--- src/rtl/sccb_commit_sequencer.sv ---
// SCCB commit sequencer: walks the register buffer in index order and issues one
// SCCB write per {reg_addr, reg_data} word until a terminator word, the last
// entry, a slave NACK, an ack timeout, or an abort.
module sccb_commit_sequencer #(
  parameter int unsigned DEPTH     = 64,
  parameter int unsigned IDX_W     = 6,
  parameter logic [15:0] TERM_WORD = 16'hFFFF,
  parameter int unsigned TIMEOUT   = 4095,
  parameter int unsigned TO_W      = 12
) (
  input  logic             clk_fast,
  input  logic             g_nrst,
  input  logic             start,
  input  logic             abort,
  output logic             buff_port_rd,
  output logic [IDX_W-1:0] buff_port_indx,
  input  logic [15:0]      buff_port_dout,
  output logic             sccb_req,
  output logic [7:0]       sccb_addr,
  output logic [7:0]       sccb_data,
  input  logic             sccb_ack,
  input  logic             sccb_err,
  output logic             busy,
  output logic             done,
  output logic             err,
  output logic [IDX_W:0]   wr_count,
  output logic [2:0]       dbg_state
);

  typedef enum logic [2:0] {
    StIdle  = 3'd0,
    StRd    = 3'd1,
    StLatch = 3'd2,
    StCheck = 3'd3,
    StReq   = 3'd4,
    StNext  = 3'd5,
    StDone  = 3'd6,
    StErr   = 3'd7
  } state_e;

  state_e          state_q;
  logic [15:0]     word_q;
  logic [TO_W-1:0] timeout_q;

  assign dbg_state = state_q;

  // Sequencer FSM; every output is registered and updated on the edge entering a state.
  always_ff @(posedge clk_fast or negedge g_nrst) begin
    if (!g_nrst) begin
      state_q        <= StIdle;
      word_q         <= '0;
      timeout_q      <= '0;
      buff_port_rd   <= 1'b0;
      buff_port_indx <= '0;
      sccb_req       <= 1'b0;
      sccb_addr      <= '0;
      sccb_data      <= '0;
      busy           <= 1'b0;
      done           <= 1'b0;
      err            <= 1'b0;
      wr_count       <= '0;
    end else if (abort && (state_q != StIdle)) begin
      // Abort beats any same-cycle ack: index, count and err all hold.
      state_q      <= StIdle;
      buff_port_rd <= 1'b0;
      sccb_req     <= 1'b0;
      busy         <= 1'b0;
      done         <= 1'b0;
    end else begin
      case (state_q)
        StIdle: begin
          if (start && !abort) begin
            state_q        <= StRd;
            buff_port_indx <= '0;
            buff_port_rd   <= 1'b1;
            wr_count       <= '0;
            err            <= 1'b0;
            busy           <= 1'b1;
          end
        end
        StRd: begin
          buff_port_rd <= 1'b0;
          state_q      <= StLatch;
        end
        StLatch: begin
          word_q  <= buff_port_dout;
          state_q <= StCheck;
        end
        StCheck: begin
          if (word_q == TERM_WORD) begin
            state_q <= StDone;
            done    <= 1'b1;
            busy    <= 1'b0;
          end else begin
            sccb_addr <= word_q[15:8];
            sccb_data <= word_q[7:0];
            timeout_q <= '0;
            sccb_req  <= 1'b1;
            state_q   <= StReq;
          end
        end
        StReq: begin
          timeout_q <= timeout_q + 1'b1;
          if (sccb_ack) begin
            sccb_req <= 1'b0;
            if (sccb_err) begin
              state_q <= StErr;
              err     <= 1'b1;
              busy    <= 1'b0;
            end else begin
              wr_count <= wr_count + 1'b1;
              state_q  <= StNext;
            end
          end else if (timeout_q == TO_W'(TIMEOUT)) begin
            sccb_req <= 1'b0;
            state_q  <= StErr;
            err      <= 1'b1;
            busy     <= 1'b0;
          end
        end
        StNext: begin
          // The last entry ends the walk; the index never wraps.
          if (buff_port_indx == IDX_W'(DEPTH - 1)) begin
            state_q <= StDone;
            done    <= 1'b1;
            busy    <= 1'b0;
          end else begin
            buff_port_indx <= buff_port_indx + 1'b1;
            buff_port_rd   <= 1'b1;
            state_q        <= StRd;
          end
        end
        StDone: begin
          done    <= 1'b0;
          state_q <= StIdle;
        end
        StErr: begin
          state_q <= StIdle;
        end
        default: begin
          state_q <= StIdle;
        end
      endcase
    end
  end

endmodule
--- config.mk ---
export PLATFORM = sky130hd
export DESIGN_NAME = sccb_commit_sequencer
export DESIGN_NICKNAME = d
export VERILOG_FILES = /design/src/rtl/sccb_commit_sequencer.sv
export SDC_FILE = /design/constraint.sdc
export NUM_CORES = 1
export LEC_CHECK = 0
export CORE_MARGIN = 1
export CORE_UTILIZATION = 35
export DETAILED_ROUTE_END_ITERATION = 6
export SLEW_MARGIN = 20
export SYNTH_ARGS = -nofsm -noshare
export SYNTH_HDL_FRONTEND = slang
export SYNTH_SLANG_ARGS = --single-unit
--- constraint.sdc ---
create_clock -name clk_fast -period 2.2 [get_ports clk_fast]
set_input_delay 0.22 -clock clk_fast [delete_from_list [all_inputs] [get_ports clk_fast]]
set_output_delay 0.22 -clock clk_fast [all_outputs]
set_load 0.05 [all_outputs]
# --- After elaboration in Yosys (flattened, before gate mapping) ---
# Cells that the tools add are included.
op_classes:
  add_sub_neg: 3
  n_eq_ne: 24
  n_mux: 41
  n_bitwise: 2
  n_reduce_logical: 24
op_table:
  columns: ["operator", "n"]
  rows:
  - ["$pmux 12 s2", 1]
  - ["$mux 7", 3]
  - ["$ne 3x3->1 const B", 7]
  - ["$pmux 3 s7", 1]
  - ["$mux 1", 19]
  - ["$eq 16x16->1 const B", 1]
  - ["$mux 3", 5]
  - ["$reduce_and 3->1", 5]
  - ["$pmux 7 s2", 1]
  - ["$add 12x1->12 const B", 1]
  - ["$eq 12x12->1 const B", 1]
  - ["$eq 3x3->1 const B", 4]
  - ["$mux 12", 1]
  - ["$mux 6", 2]
  - ["$pmux 6 s2", 1]
  - ["$ne 2x2->1 const B", 5]
  - ["$reduce_and 5->1", 2]
  - ["$ne 4x4->1 const B", 2]
  - ["$reduce_bool 4->1", 2]
  - ["$add 7x1->7 const B", 1]
  - ["$add 6x1->6 const B", 1]
  - ["$eq 3x2->1 const B", 2]
  - ["$eq 6x6->1 const B", 1]
  - ["$pmux 1 s3", 2]
  - ["15 further kinds", 23]
totals:
  register_bits: 65
  input_bits: 22
  output_inout_bits: 37
  wordCells: 106

# --- Depth between registers and ports, before layout ---
logic_depth:
  ltp_word: 5
  mapped_depth: 7
  ltp_nobuf: 6

# --- Worst setup path after synthesis ---
# Ideal clock, no wire load.
synth_timing:
  path_kind: "reg-to-reg"
  startpoint: "reg state_q[1] (netlist: dbg_state[1])"
  endpoint: "reg timeout_q[11]"
  setup_time_ps: 66
  t_arrival_ps: 2317
  required_time_ps: 2134
  setup_slack_ps: -183
  stages_incl_launch_ff: 7
  n_path_buf: 1
  cell_sequence: "dfrtp_1 -> buf_2 -> or3b_4 -> a221o_1 -> a211o_1 -> or4_1 -> nand2_1"
synth_via:
  elab_chain_cells: 4
  word_cells_on_any_way: 9
  classes_between: "eq/ne: 3; mux: 1; bitwise: 1; reduce/logical: 4"
synth_lines:
  columns: ["element", "line_no", "source"]
  rows:
  - ["start: declaration", "41", "state_e state_q;"]
  - ["start signal: assignment", "50", "state_q <= StIdle;"]
  - ["start signal: assignment", "64", "state_q <= StIdle;"]
  - ["start signal: assignment", "73", "state_q <= StRd;"]
  - ["branches (longest 4 deep; another with $eq 3x2->1)", null, null]
  - ["end signal: assignment", "103", "timeout_q <= timeout_q + 1'b1;"]
  - ["end: declaration", "43", "logic [TO_W-1:0] timeout_q;"]
# Parallel ways; which one is timed is not known.
# A chain may end at the register's enable or synchronous reset.

# --- Worst setup path after layout ---
# Ends and elaborated chain as after synthesis.

==> impl_metrics.env <==
export IMPL_min_path_type="in -> async"
export IMPL_async_flop_share=1.00
export IMPL_root_buffer="clkbuf_8"
export IMPL_cts_path_max_buffers=2
export IMPL_utilization=0.487
export IMPL_antenna_found_initial=0
export IMPL_die_h_um=95.2
export IMPL_whs_ns=0.381
export IMPL_drc=0
export IMPL_setup_tns_final_ns=0
export IMPL_drive_above_1_share=0.203
export IMPL_synth_edff_count=0
export IMPL_ys_flop_type="dfrtp_1"
export IMPL_coreArea_um2=8300
export IMPL_period_share=0.928
export IMPL_cp_arrival_ns=2.33
export IMPL_maxSlewHeadroom=0.641
export IMPL_startpoint_type="flop"
export IMPL_dr_pass1_iters=5
export IMPL_drt_initial_drc_count=97
export IMPL_nets=374
export IMPL_grt_pass1_wl_mm=11.2
export IMPL_clock_skew_ns=0.0127
export IMPL_status="finished clean"
export IMPL_postCtsSetupRepairBufs=0
export IMPL_ant_nets=0
export IMPL_ys_ff_latch=65
export IMPL_pre_cts_slack_ns=0.162
export IMPL_grt_ovfl_total=0
export IMPL_drv_slew=0
export IMPL_endpoint_kind="flop"
export IMPL_yosysTopAreaCell="dfrtp_1"
export IMPL_path_class="reg -> reg"
export IMPL_synth_nets=302
export IMPL_synth_top_area_frac=0.535
export IMPL_wirelength_mm=6.82
export IMPL_fin_crit_ns=2.04
export IMPL_vias=2325
export IMPL_cts_sinks=65
export IMPL_synth_seq_area_share=0.535
export IMPL_netlist_top_cells_area="dfrtp_1 (54%), mux2_2 (13%), nor2_1 (3.6%)"
export IMPL_die_x_um=95.2
export IMPL_n_antenna_cell=0
export IMPL_path_max_fanout=5
export IMPL_numPortBuffers=58
export IMPL_setup_viol=0
export IMPL_final_hold_viol_count=0
export IMPL_critPathLaunch="dbg_state[1]"
export IMPL_hpwlAfterDp_mm=4.74
export IMPL_max_cap_violations=0
export IMPL_mappedNetlistArea_um2=3040
export IMPL_routedWlPerCell_um=14.9
export IMPL_p_leak_nw=1.74
export IMPL_start_util=0.366
export IMPL_die_area_um2=9060
export IMPL_reg2reg_from="dbg_state[1]"
export IMPL_gr_usage_all_layers=0.164
export IMPL_num_rows=33
export IMPL_htreeDepth=3
export IMPL_fmax_mhz=490
export IMPL_fin_ws_ns=0.159
export IMPL_clk_latency_ns=0.35
export IMPL_grt_pass1_vias=2278
export IMPL_io_pins=59
export IMPL_synth_area_per_cell_um2=11.0
export IMPL_synth_cells=277
export IMPL_ys_warn_count=0
export IMPL_worstMarginPinSlew_ns=0.536
export IMPL_cts_made_buffers=9
export IMPL_grt_max_degree=48
export IMPL_peakVddDrop_uv=689
export IMPL_viasPerCell=5.07
export IMPL_syn_to_final_growth_pct=32.9
export IMPL_powerDensity_nw_per_um2=1060
export IMPL_place_congestion=0.755
export IMPL_crit_required_ns=2.48
export IMPL_cts_tree="yes"
export IMPL_rsz0062_at_grt="no"
export IMPL_path_clk_slew_ns=0.07
export IMPL_ys_types=47
[cells in the mapped netlist, types with 2 or more instances]
cell type / instances
a2111oi_0: 2
a211oi_1: 2
a21oi_1: 11
and3_1: 7
buf_1: 2
buf_2: 3
clkbuf_1: 8
dfrtp_1: 65
ha_1: 3
inv_1: 5
mux2_2: 34
nand2_1: 19
nand2b_1: 4
nand3_1: 8
nand3b_1: 2
nand4_1: 8
nor2_1: 29
nor3_1: 4
o211ai_1: 2
o21ai_0: 14
or3_1: 6
xnor2_1: 5
xor2_1: 10
[per-layer routing]
metal,wire length (µm),global-route usage
met4,73,0.0530
met5,0,0
met3,542,0.0742
met1,3210,0.209
met2,2990,0.247
[state kept, by name (all words and copies together) (netlist names)]
register,cells
err,1
buff_port_rd,1
sccb_addr,8
sccb_data,8
wr_count,7
dbg_state,3
buff_port_indx,6
timeout_q,12
done,1
sccb_req,1
busy,1
word_q,16
[cell usage in the layout (no fill, tap or decap), types with 2 or more instances in the layout]
cell	n
nor2_1	29
clkinvlp_4	2
buf_4	14
and3_1	7
o211ai_1	2
clkinv_2	2
ha_1	3
mux2_2	34
inv_1	5
or3_1	6
clkdlybuf4s50_1	57
nand3_1	8
nand3b_1	2
a211oi_1	2
clkbuf_8	10
xnor2_1	5
nand2b_1	4
dfrtp_2	3
a21oi_1	11
o21ai_0	14
nand2_1	19
xor2_1	10
buf_12	2
dfrtp_1	62
a2111oi_0	2
nor3_1	4
nand4_1	8
[area by class of cell]
type	count	area (µm²)
Timing Repair Buffer	75	731
Clock inverter	5	55.1
Fill cell	768	4260
Clock buffer	11	141
Sequential cell	65	1630
Inverter	5	18.8
Multi-Input combinational cell	193	1330
Tap cell	105	131
[critical path: stages (launching register included)]
cell and delay, ns:
dfrtp_2 0.43, or3b_4 0.41, a221o_1 0.38, a211o_1 0.29, or4_1 0.40, nand2_1 0.07
[where the power goes]
part / total, mW / internal [mW] / leakage, nW / switching (mW)
Combinational: 1.46 / 0.603 / 0.804 / 0.861
Clock: 1.01 / 0.550 / 0.0953 / 0.464
Sequential: 1.79 / 1.54 / 0.840 / 0.251
[timing repair]
| item | 4_1_cts | 5_1_grt |
|---|---|---|
| hold buffers | 1 | 0 |
| hold endpoints to repair | 18 | 0 |
| gates resized for setup | 0 | 0 |
[logic make-up (layout without fill, tap and decap cells)]
family / count (synthesis) / in the layout / share of synthesized area
AND/OR/NAND/NOR: 96 / 96 / 0.160
flip-flops: 65 / 65 / 0.535
AO/OA/AOI/OAI: 44 / 44 / 0.0926
multiplexers: 35 / 35 / 0.129
buffers and inverters: 19 / 96 / 0.0272
XOR/XNOR: 15 / 15 / 0.0432
adder cells (fa/ha/maj): 3 / 3 / 0.0124
[stage by stage]
step	area [µm²]	instances	power (mW)
floorplan	3050	277	2.73
global placement	3830	442	3.25
finish	4040	459	4.27
detailed placement	3830	442	3.28
global route	4040	459	4.49
CTS	4040	459	4.32
[final timing paths]
path | depth (start not counted) | slack (ns) | end
min in group clk_fast | 2 | 0.47 | word_q[6]
worst max-delay path | 5 | 0.16 | timeout_q[11]
worst min register to register | 1 | 0.51 | sccb_data[4]
worst max register to register | 5 | 0.16 | timeout_q[11]
worst min-delay path | 2 | 0.38 | dbg_state[1]
max in group asynchronous | 3 | 1.20 | word_q[4]
(Power assumes the default switching activity.)
